`src/rtl/alu_mul_seq.sv`:
```
// Shift-and-add sequencer for unsigned WIDTH x WIDTH -> 2*WIDTH multiplication
// using the shared combinational ALU for one add per multiplier bit.
`timescale 1ns/1ps
module alu_mul_seq #(
  parameter int WIDTH = 32,
  parameter int CNT_W = 6
) (
  input  logic                 clk,
  input  logic                 rst_n,
  input  logic                 start,
  input  logic [WIDTH-1:0]     mcand,
  input  logic [WIDTH-1:0]     mplier,
  output logic                 busy,
  output logic                 done,
  output logic [2*WIDTH-1:0]   product,
  output logic [WIDTH-1:0]     alu_a,
  output logic [WIDTH-1:0]     alu_b,
  output logic [2:0]           alu_op,
  input  logic [WIDTH-1:0]     alu_z
);

  typedef enum logic [1:0] {IDLE, CALC, DONE} state_t;

  state_t               state_q, state_d;
  logic [WIDTH-1:0]     mc_q, mc_d;
  logic [WIDTH-1:0]     hi_q, hi_d;
  logic [WIDTH-1:0]     lo_q, lo_d;
  logic [CNT_W-1:0]     cnt_q, cnt_d;
  logic [2*WIDTH-1:0]   product_q, product_d;
  logic [WIDTH-1:0]     op_a, op_b;
  logic                 carry;

  always_ff @(posedge clk or negedge rst_n) begin
    if (!rst_n) begin
      state_q   <= IDLE;
      mc_q      <= '0;
      hi_q      <= '0;
      lo_q      <= '0;
      cnt_q     <= '0;
      product_q <= '0;
    end else begin
      state_q   <= state_d;
      mc_q      <= mc_d;
      hi_q      <= hi_d;
      lo_q      <= lo_d;
      cnt_q     <= cnt_d;
      product_q <= product_d;
    end
  end

  always_comb begin
    state_d   = state_q;
    mc_d      = mc_q;
    hi_d      = hi_q;
    lo_d      = lo_q;
    cnt_d     = cnt_q;
    product_d = product_q;
    op_a      = '0;
    op_b      = '0;
    carry     = 1'b0;
    case (state_q)
      IDLE, DONE: begin
        if (start) begin
          mc_d    = mcand;
          lo_d    = mplier;
          hi_d    = '0;
          cnt_d   = '0;
          state_d = CALC;
        end else begin
          state_d = IDLE;
        end
      end
      CALC: begin
        op_a  = hi_q;
        op_b  = lo_q[0] ? mc_q : '0;
        // ALU only returns WIDTH bits, so recover the carry-out from the sign bits
        carry = (op_a[WIDTH-1] & op_b[WIDTH-1]) |
                ((op_a[WIDTH-1] | op_b[WIDTH-1]) & ~alu_z[WIDTH-1]);
        hi_d  = {carry, alu_z[WIDTH-1:1]};
        lo_d  = {alu_z[0], lo_q[WIDTH-1:1]};
        cnt_d = cnt_q + CNT_W'(1);
        if (cnt_q == CNT_W'(WIDTH-1)) begin
          product_d = {carry, alu_z, lo_q[WIDTH-1:1]};
          state_d   = DONE;
        end
      end
      default: state_d = IDLE;
    endcase
  end

  assign alu_a   = op_a;
  assign alu_b   = op_b;
  assign alu_op  = 3'b010;
  assign busy    = (state_q == CALC);
  assign done    = (state_q == DONE);
  assign product = product_q;

endmodule

```
`config.mk`:
```
export PLATFORM = sky130hd
export DESIGN_NAME = alu_mul_seq
export DESIGN_NICKNAME = d
export VERILOG_FILES = /design/src/rtl/alu_mul_seq.sv
export SDC_FILE = /design/constraint.sdc
export NUM_CORES = 1
export LEC_CHECK = 0
export ABC_AREA = 0
export BUFFER_PORTS_ARGS = -buffer_cell sky130_fd_sc_hd__buf_2
export CAP_MARGIN = 20
export CORE_MARGIN = 1.5
export CORE_UTILIZATION = 30
export CTS_BUF_LIST = sky130_fd_sc_hd__clkbuf_2 sky130_fd_sc_hd__clkbuf_4 sky130_fd_sc_hd__clkbuf_8
export CTS_CLUSTER_DIAMETER = 60
export DETAILED_ROUTE_END_ITERATION = 6
export GPL_TIMING_DRIVEN = 0
export HOLD_SLACK_MARGIN = 0.15
export RECOVER_POWER = 50
export SYNTH_ARGS = -nofsm -noshare
export SYNTH_HDL_FRONTEND = slang
export SYNTH_SLANG_ARGS = --single-unit
```
`constraint.sdc`:
```
create_clock -name clk -period 1.5 [get_ports clk]
set_input_delay 0.3 -clock clk [delete_from_list [all_inputs] [get_ports clk]]
set_output_delay 0.3 -clock clk [all_outputs]
set_load 0.02 [all_outputs]
```
==> flow_metrics.py, run 1 <==
metrics = {
    "drt": {
        "wl_per_cell_um": 16.99,
        "routed_wl_um": 21780,
        "dr.pass1.iters": 5,
        "vias": 6019,
        "first_iter_violations": 218,
        "drc": 0,
        "vias_per_cell": 4.695,
        "route.antenna.remaining_nets": 0,
    },
    "timing": {
        "setup_tns_ns": -44.50,
        "slew_violations": 0,
        "fin_crit_ns": 1.940,
        "grt_setup_unrepaired": "yes",
        "tightest_slew_ns": 0.8970,
        "setup_viol": 189,
        "skew_ns": 0.02092,
        "relSlewSlack_pct": 40.20,
        "clock.fmax_mhz": 515.4,
        "hold_violations": 0,
        "min_period_over_period_pct": 129.4,
        "setup_ws_ns": -0.4403,
    },
    "floorplanning": {
        "core_area_um2": 22710,
        "pin_count": 232,
        "row_count": 55,
        "die_area_um2": 24180,
        "die_w_um": 155.5,
        "start_util_pct": 30.72,
        "die_h_um": 155.5,
    },
    "setup_path": {
        "crit_buf_inv": 4,
        "worst_setup_path_end_kind": "output port",
        "startpoint_type": "register",
        "crit_family": "buffers and inverters",
        "slowest_delay_ns": 0.42,
        "crit_type": "reg2out",
        "crit_arrival_ns": 1.64,
        "worst_ep_required_time_ns": 1.20,
        "path_cells": "nand2b_4 -> clkinv_8 -> buf_12 -> buf_12 -> and3_4 -> buf_6",
        "crit_slowest_cell": "dfrtp_1",
        "crit_top_cell": "buf_12",
        "worstPathMaxFanout": 7,
    },
    "clock_network": {
        "clk_latency_ns": 0.45,
        "clockBufferDepth": 2,
        "cts-buffers-inserted": 17,
        "clkSinkCount": 168,
        "cts_tree": "done",
        "h-tree-depth": 4,
        "cts_root_buf": "clkbuf_8",
        "path_clk_slew_ns": 0.09,
    },
    "pwr": {
        "comb_power_share_pct": 10.4,
        "p_seq_share_pct": 50.2,
        "swShare_pct": 24.36,
        "p_int_w": 0.007155,
        "pwr-share-clk_pct": 39.4,
        "p_leak_nw": 5.622,
        "power_density_nw_per_um2": 832.8,
        "switchingPower_w": 0.002305,
        "vdd_drop_max_uv": 565.4,
    },
    "logic_synthesis": {
        "synth_area_per_cell_um2": 11.61,
        "yosys_warnings": 0,
        "yosys.area.top_type": "dfrtp_1",
        "synth.area.top_cells": "dfrtp_1, mux2_1, nand2_1",
        "yosysTopAreaCellShare_pct": 60.26,
        "synth_area_um2": 6977,
        "yosysSeqAreaShare_pct": 60.26,
        "ys_ff_latch": 168,
        "synthCells": 601,
        "synth.distinct_cells": 32,
    },
    "finish": {
        "drive_gt1_share_pct": 40.26,
        "area_growth_pct": 62.82,
        "final_common_cell": "dfrtp_1",
        "final_area_um2": 11360,
        "num-nets-final": 1083,
        "layout_common_cells": "dfrtp_1, nand2_1, buf_2",
    },
    "global_routing": {
        "track_usage_pct": 18.12,
        "grt_pass1_vias": 6348,
        "grt_max_degree": 110,
        "grt_pass1_wl_um": 34130,
        "antenna_found_initial": 1,
        "grt_overflow_total": 0,
    },
    "place": {
        "place_area_um2": 8539,
        "io_buffer_count": 228,
        "dp.final_hpwl_um": 13250,
        "gp_congestion": 0.7357,
    },
    "hold_path": {
        "min_path_type": "in2reg",
    },
    "flow_run": {
        "cap_violations": 0,
    },
    "run_status": {
        "violations": "negative setup slack",
        "status": "finished with violations",
    },
}
[what timing repair did]
| action | CTS | global route |
|---|---|---|
| pin swaps | 34 | 6 |
| endpoints found under the setup margin | 233 | 217 |
| setup buffers | 26 | 9 |
| cloned | 9 | 4 |
| hold buffers | 97 | 0 |
| hold endpoints to repair | 186 | 0 |
| resized for setup | 257 | 69 |
[state kept, by name, indices dropped and copies added, names as in the netlist]
register / cells
cnt_q: 6
hi_q: 32
lo_q: 32
mc_q: 32
product: 64
state_q: 2
[logic make-up (layout without fill, tap and decap cells)]
family | Yosys count | in the layout | share of synthesized area (%)
AND/OR/NAND/NOR | 239 | 239 | 16.28
flip-flops | 168 | 168 | 60.26
AO/OA/AOI/OAI | 74 | 74 | 8.411
multiplexers | 66 | 66 | 10.63
buffers and inverters | 50 | 444 | 3.999
other | 2 | 4 | 0.1076
adder cells (fa/ha/maj) | 1 | 1 | 0.1793
XOR/XNOR | 1 | 1 | 0.1256
[Yosys cell counts]
cell,n
buf_2,13
nor2_1,1
and2_1,32
nand2b_1,1
ha_1,1
a21oi_1,1
mux2i_1,1
dfrtp_1,168
nand2b_2,1
nor4_4,1
buf_6,1
a22o_1,34
nand2_1,131
buf_8,5
and3_1,32
o211ai_1,1
nor2b_1,2
mux2_2,16
buf_4,3
mux2_1,49
clkinv_1,1
nand3_1,36
o21ai_0,4
clkbuf_1,20
o311ai_0,1
conb_1,2
xnor2_1,1
nor3_1,1
or2_2,1
a22oi_1,32
o31ai_1,1
buf_1,7
[worst paths after layout]
path	from	to	slack, ns	depth (start not counted)
min reg2reg	mc_q[2]$_DFFE_PN0P_	mc_q[2]$_DFFE_PN0P_	0.47	2
min	start	cnt_q[0]$_DFFE_PN0P_	0.44	5
max reg2reg	cnt_q[1]$_DFFE_PN0P_	product[55]$_DFFE_PN0P_	-0.37	8
max	state_q[0]$_DFFE_PN0P_	alu_b[29]	-0.44	6
max in group asynchronous	rst_n	product[62]$_DFFE_PN0P_	-0.06	3
min in group asynchronous	rst_n	lo_q[19]$_DFFE_PN0P_	0.53	2
[through the flow]
| stage | setup slack [ns] | std cells | total power [W] | hold WS, ns | util (%) |
|---|---|---|---|---|---|
| floorplan | -0.05886 | 602 | 0.005104 | 0.004409 | - |
| global placement | -2.688 | 1115 | 0.005470 | 0.4510 | 37.44 |
| detailed placement | -0.4535 | 1116 | 0.005487 | 0.2680 | 37.60 |
| CTS | -0.4819 | 1275 | 0.009551 | 0.3655 | 49.40 |
| global route | -0.5224 | 1282 | 0.009865 | 0.4398 | 50.02 |
| finish | -0.4403 | 1282 | 0.009460 | 0.4405 | 50.02 |
[power groups by stage]
stage,Combinational [W],Clock (W),Sequential (W)
final,0.000979,0.00373,0.00475
after global routing,0.00106,0.00403,0.00477
after CTS,0.000970,0.00383,0.00475
after detailed placement,0.000659,0,0.00483
after global placement,0.000645,0,0.00483
after floorplan,0.000302,0,0.00480
[tightest hold or removal path, cell delays in order]
cell      delay, ns
buf_2          0.12
nand2b_4       0.12
buf_8          0.16
nand3_1        0.07
o21ai_0        0.07
[cell type report]
type	count	area [um^2]
fill	2013	11350
multi-input combinational	384	2925
timing repair buffer	368	2917
antenna	1	2.502
inverter	1	16.27
sequential	168	4205
buffer	43	481.7
clock buffer	20	269.0
clock inverter	12	186.4
tap	285	356.6
[metal layers]
metal | wire length, um | global-route usage, % | part of all wire, %
met1 | 9746 | 23.19 | 45
met2 | 10580 | 30.08 | 49
met4 | 525 | 6.984 | 2.4
met3 | 935 | 3.760 | 4.3
met5 | 0 | 0 | 0
(Power assumes the default switching activity.)
==> inputs of run 2 (changes only) <==
--- a/config.mk
+++ b/config.mk
@@ -9,12 +9,13 @@
 export BUFFER_PORTS_ARGS = -buffer_cell sky130_fd_sc_hd__buf_2
 export CAP_MARGIN = 20
 export CORE_MARGIN = 1.5
-export CORE_UTILIZATION = 30
+export CORE_UTILIZATION = 47
 export CTS_BUF_LIST = sky130_fd_sc_hd__clkbuf_2 sky130_fd_sc_hd__clkbuf_4 sky130_fd_sc_hd__clkbuf_8
 export CTS_CLUSTER_DIAMETER = 60
 export DETAILED_ROUTE_END_ITERATION = 6
 export GPL_TIMING_DRIVEN = 0
 export HOLD_SLACK_MARGIN = 0.15
+export PLACE_DENSITY = 0.78
 export RECOVER_POWER = 50
 export SYNTH_ARGS = -nofsm -noshare
 export SYNTH_HDL_FRONTEND = slang
==> constraint.sdc (replaced) <==
create_clock -name clk -period 1.7 [get_ports clk]
set_input_delay 0.34 -clock clk [delete_from_list [all_inputs] [get_ports clk]]
set_output_delay 0.34 -clock clk [all_outputs]
set_load 0.02 [all_outputs]
==> run 2 against run 1 <==
The flow still finishes with violations (negative setup slack). Routed wire length rose by 6.1%. Core utilization rose by 25 points. Die area fell by 36%.
==> flow_metrics.py, run 2 (synthesized netlist as in run 1, its figures left out) <==
metrics = {
    "run_status": {
        "status": "finished with violations",
        "violations": "negative setup slack",
    },
    "setup_path": {
        "crit_type": "reg2out",
        "worstPathMaxFanout": 8,
        "startpoint_type": "register",
        "worst_ep_required_time_ns": 1.36,
        "path_cells": "nand2b_4 -> clkinv_8 -> buf_12 -> clkbuf_16 -> and2_4 -> buf_6",
        "rrSetupSlack_ns": -0.30,
        "crit_arrival_ns": 1.67,
        "slowest_delay_ns": 0.41,
        "worst_setup_path_end_kind": "output port",
        "crit_slowest_cell": "dfrtp_1",
    },
    "drt": {
        "met1Wirelength_um": 9374,
        "vias_per_cell": 5.422,
        "wl_per_cell_um": 19.65,
        "first_iter_violations": 483,
        "dr.pass1.iters": 5,
        "drc": 0,
        "routed_wl_um": 23100,
        "route.met2.wl_um": 11490,
        "route.antenna.remaining_nets": 0,
        "wl_met3_um": 1478,
        "dr.max_layer_used": "met4",
        "vias": 6376,
    },
    "pwr": {
        "p_int_w": 0.006295,
        "p_seq_share_pct": 51.0,
        "switchingPower_w": 0.001925,
        "vdd_drop_max_uv": 733.7,
        "swShare_pct": 23.42,
        "power_density_nw_per_um2": 755.5,
        "pwr-share-clk_pct": 38.4,
        "comb_power_share_pct": 10.5,
        "p_leak_nw": 5.467,
    },
    "global_routing": {
        "track_usage_pct": 27.86,
        "grt_pass1_vias": 6553,
        "grt_pass1_wl_um": 34340,
        "grt_max_degree": 115,
        "antenna_found_initial": 0,
        "grt_overflow_total": 0,
    },
    "floorplanning": {
        "die_area_um2": 15580,
        "row_count": 44,
        "core_area_um2": 14530,
        "start_util_pct": 48.00,
        "die_h_um": 124.8,
        "pin_count": 232,
        "die_w_um": 124.8,
    },
    "flow_run": {
        "cap_violations": 0,
    },
    "timing": {
        "setup_ws_ns": -0.3077,
        "min_period_over_period_pct": 118.1,
        "holdWs_ns": 0.4337,
        "slew_violations": 0,
        "hold_violations": 0,
        "grt_setup_unrepaired": "yes",
        "fin_crit_ns": 2.008,
        "skew_ns": 0.01246,
        "setup_viol": 137,
        "clock.fmax_mhz": 498.1,
        "relSlewSlack_pct": 46.86,
        "tightest_slew_ns": 0.7971,
    },
    "finish": {
        "num-nets-final": 1079,
        "diodes": 0,
        "drive_gt1_share_pct": 38.10,
        "largest_reg_flops": 64,
        "area_growth_pct": 55.95,
        "utilization_pct": 74.86,
        "multi_input_area_um2": 2863,
        "layout_common_cells": "dfrtp_1, buf_2, nand2_1",
        "regArea_um2": 4205,
        "final_common_cell": "dfrtp_1",
        "fillers": 937,
    },
    "clock_network": {
        "clkSinkCount": 168,
        "cts_root_buf": "clkbuf_8",
        "clockBufferDepth": 2,
        "path_clk_slew_ns": 0.08,
        "clk_latency_ns": 0.46,
        "h-tree-depth": 4,
        "cts-buffers-inserted": 17,
        "cts_tree": "done",
    },
    "place": {
        "dp.final_hpwl_um": 12050,
        "gp_congestion": 0.8092,
        "io_buffer_count": 228,
    },
    "hold_path": {
        "min_path_type": "in2reg",
    },
}
-- run 2: final timing paths --
path,cells after the start,start,to
setup / recovery,6,state_q[0]$_DFFE_PN0P_,alu_a[11]
hold / removal,4,start,cnt_q[2]$_DFFE_PN0P_
setup reg to reg,9,state_q[1]$_DFFE_PN0P_,product[38]$_DFFE_PN0P_
hold reg to reg,2,mc_q[3]$_DFFE_PN0P_,mc_q[3]$_DFFE_PN0P_
max in group asynchronous,3,rst_n,lo_q[0]$_DFFE_PN0P_
min in group asynchronous,2,rst_n,product[36]$_DFFE_PN0P_
-- run 2: layer usage --
metal | global-route usage [%] | vias to the layer above
met5 | 0 | -
met4 | 10.36 | 0
met3 | 7.689 | 65
met2 | 46.86 | 294
met1 | 34.40 | 3189
li1 | - | 2828
-- run 2: worst max-delay path, delay by kind of cell (launching register included) --
family                 cells  cell delay, ns
DFF                        1            0.41
buffers and inverters      4            0.52
and+or+nand+nor            2            0.27
-- run 2: repair_timing --
item,CTS,global route
buffers inserted,21,9
setup endpoints to repair,191,214
cloned,6,4
hold buffers,96,1
hold endpoints to repair,178,1
resized for setup,133,117
pin swaps,2,19
-- run 2: through the flow --
step	instances	setup slack (ns)	power [W]	setup TNS [ns]	instance area (um^2)
after floorplan	602	0.05368	0.004502	0	6980
after detailed placement	1015	-0.4059	0.004832	-30.58	8389
after CTS	1169	-0.3230	0.008139	-26.56	10570
after global routing	1176	-0.3471	0.008490	-38.76	10880
final	1176	-0.3077	0.008220	-26.58	10880
after global placement	1014	-2.329	0.004810	-413.22	8352
-- run 2: power groups by stage --
| stage | Sequential [W] | Combinational [W] | Clock (W) |
|---|---|---|---|
| final | 0.00419 | 0.000865 | 0.00316 |
| after global routing | 0.00421 | 0.000925 | 0.00336 |
| after CTS | 0.00418 | 0.000777 | 0.00318 |
| after detailed placement | 0.00426 | 0.000574 | 0 |
| after global placement | 0.00426 | 0.000555 | 0 |
| after floorplan | 0.00424 | 0.000265 | 0 |
-- run 2: area by class of cell --
type / instances / share of cell area, %
clock inverters: 6 / 1.023
clock buffers: 26 / 3.059
plain buffers: 46 / 3.289
well taps: 184 / 2.116
multi-input cells: 384 / 26.31
inverters: 1 / 0.1495
repair buffers: 361 / 25.40
flip-flops and latches: 168 / 38.65
==> inputs of run 3 (changes only) <==
--- a/config.mk
+++ b/config.mk
@@ -5,7 +5,6 @@
 export SDC_FILE = /design/constraint.sdc
 export NUM_CORES = 1
 export LEC_CHECK = 0
-export ABC_AREA = 0
 export BUFFER_PORTS_ARGS = -buffer_cell sky130_fd_sc_hd__buf_2
 export CAP_MARGIN = 20
 export CORE_MARGIN = 1.5
==> constraint.sdc (replaced) <==
create_clock -name clk -period 1.7 [get_ports clk]
set_input_delay 0.17 -clock clk [delete_from_list [all_inputs] [get_ports clk]]
set_output_delay 0.17 -clock clk [all_outputs]
set_load 0.02 [all_outputs]
==> run 3 against run 2 <==
The run still ends with negative setup slack left. Combinational power rose by 4.5%. Register-to-register slack better by 0.13 ns. Cell area grew 0.84%. Sequential power about the same. Critical path type unchanged. Critical endpoint is now alu_a[15].
==> flow_metrics.py, run 3 (synthesized netlist as in run 1, its figures left out) <==
metrics = {
    "finish": {
        "utilization_pct": 75.49,
        "area_growth_pct": 57.26,
        "largest_reg_flops": 64,
        "layout_common_cells": "dfrtp_1, buf_2, nand2_1",
        "drive_gt1_share_pct": 40.30,
        "diodes": 0,
        "stdcell_count": 1174,
        "final_common_cell": "dfrtp_1",
        "num-nets-final": 1077,
    },
    "floorplanning": {
        "start_util_pct": 48.00,
        "pin_count": 232,
        "row_count": 44,
        "core_area_um2": 14530,
        "die_area_um2": 15580,
        "die_h_um": 124.8,
        "die_w_um": 124.8,
    },
    "clock_network": {
        "clockBufferDepth": 2,
        "cts-buffers-inserted": 17,
        "cts_root_buf": "clkbuf_8",
        "clk_latency_ns": 0.46,
        "h-tree-depth": 4,
        "cts_tree": "done",
        "clkSinkCount": 168,
        "path_clk_slew_ns": 0.08,
    },
    "timing": {
        "slew_violations": 0,
        "holdWs_ns": 0.2016,
        "relSlewSlack_pct": 38.26,
        "fin_crit_ns": 1.875,
        "setup_viol": 126,
        "clock.fmax_mhz": 533.4,
        "hold_violations": 0,
        "min_period_over_period_pct": 110.3,
        "grt_setup_unrepaired": "yes",
        "tightest_slew_ns": 0.9260,
        "setup_ws_ns": -0.1748,
        "skew_ns": 0.01379,
    },
    "global_routing": {
        "grt_overflow_total": 0,
        "grt_pass1_vias": 6502,
        "grt_max_degree": 115,
        "antenna_found_initial": 0,
        "track_usage_pct": 27.66,
        "grt_pass1_wl_um": 34110,
    },
    "drt": {
        "route.met2.wl_um": 12200,
        "wl_met3_um": 1965,
        "vias": 6528,
        "routed_wl_um": 24130,
        "vias_per_cell": 5.560,
        "first_iter_violations": 525,
        "dr.max_layer_used": "met4",
        "route.antenna.remaining_nets": 0,
        "wl_per_cell_um": 20.56,
        "drc": 0,
        "dr.pass1.iters": 4,
        "met1Wirelength_um": 8981,
    },
    "hold_path": {
        "min_path_type": "in2async",
    },
    "setup_path": {
        "crit_type": "reg2out",
        "crit_arrival_ns": 1.70,
        "worst_setup_path_end_kind": "output port",
        "startpoint_type": "register",
        "worstPathMaxFanout": 9,
        "worst_ep_required_time_ns": 1.53,
        "r2r.worst_path.cells": 7,
    },
    "run_status": {
        "violations": "negative setup slack",
        "status": "finished with violations",
    },
    "place": {
        "dp.final_hpwl_um": 12050,
        "io_buffer_count": 228,
        "dp.cells": 1015,
        "pre_cts_ws_ns": -0.2989,
        "gp_congestion": 0.8092,
    },
    "pwr": {
        "power_density_nw_per_um2": 753.4,
        "p_leak_nw": 5.447,
        "vdd_drop_max_uv": 764.2,
        "total_power_w": 0.008266,
    },
    "flow_run": {
        "cap_violations": 0,
    },
}
run 3: layer usage:
layer	GRT usage, %	vias to the layer above
met5	0	-
met4	10.90	0
met3	8.033	87
met2	46.64	349
met1	33.53	3263
li1	-	2829
run 3: power breakdown:
part / switching [W] / leakage, nW / internal (W)
Clock: 0.00144 / 0.227 / 0.00172
Combinational: 0.000415 / 3.08 / 0.000489
Sequential: 0.0000928 / 2.14 / 0.00411
run 3: what timing repair did:
| item | CTS | global route |
|---|---|---|
| hold buffers | 97 | 0 |
| resized for setup | 116 | 153 |
| setup buffers | 17 | 7 |
| endpoints found under the setup margin | 191 | 214 |
| cloned | 3 | 7 |
| pin swaps | 2 | 13 |
| endpoints found under the hold margin | 267 | 0 |
run 3: final cells by class:
| cell class | instances | area [um^2] |
|---|---|---|
| clock buffers | 26 | 332.8 |
| plain buffers | 47 | 426.7 |
| fillers | 905 | 3562 |
| multi-input cells | 384 | 2914 |
| inverters | 1 | 16.27 |
| flip-flops and latches | 168 | 4205 |
| clock inverters | 6 | 111.4 |
| repair buffers | 358 | 2735 |
| well taps | 184 | 230.2 |
run 3: path summary, 6_finish.rpt:
check | startpoint | end | slack (ns)
setup / recovery | state_q[0]$_DFFE_PN0P_ | alu_a[15] | -0.17
hold / removal | rst_n | product[38]$_DFFE_PN0P_ | 0.20
setup reg to reg | state_q[1]$_DFFE_PN0P_ | product[34]$_DFFE_PN0P_ | -0.17
hold reg to reg | mc_q[8]$_DFFE_PN0P_ | mc_q[8]$_DFFE_PN0P_ | 0.47
max in group asynchronous | rst_n | lo_q[0]$_DFFE_PN0P_ | 0.15
min in group clk | start | cnt_q[2]$_DFFE_PN0P_ | 0.30
run 3: critical path: stages (launching register included):
cell and delay, ns:
dfrtp_1 0.41, nand2b_4 0.12, clkinv_8 0.10, buf_12 0.17, clkbuf_16 0.15, and2_4 0.16
buf_6 0.12
run 3: through the flow:
step / cell area, um^2 / TNS [ns]
6_report: 10970 / -13.79
5_1_grt: 10970 / -24.38
4_1_cts: 10380 / -12.87
3_5_place_dp: 8389 / -20.66
3_3_place_gp: 8352 / -375.65
2_1_floorplan: 6980 / 0
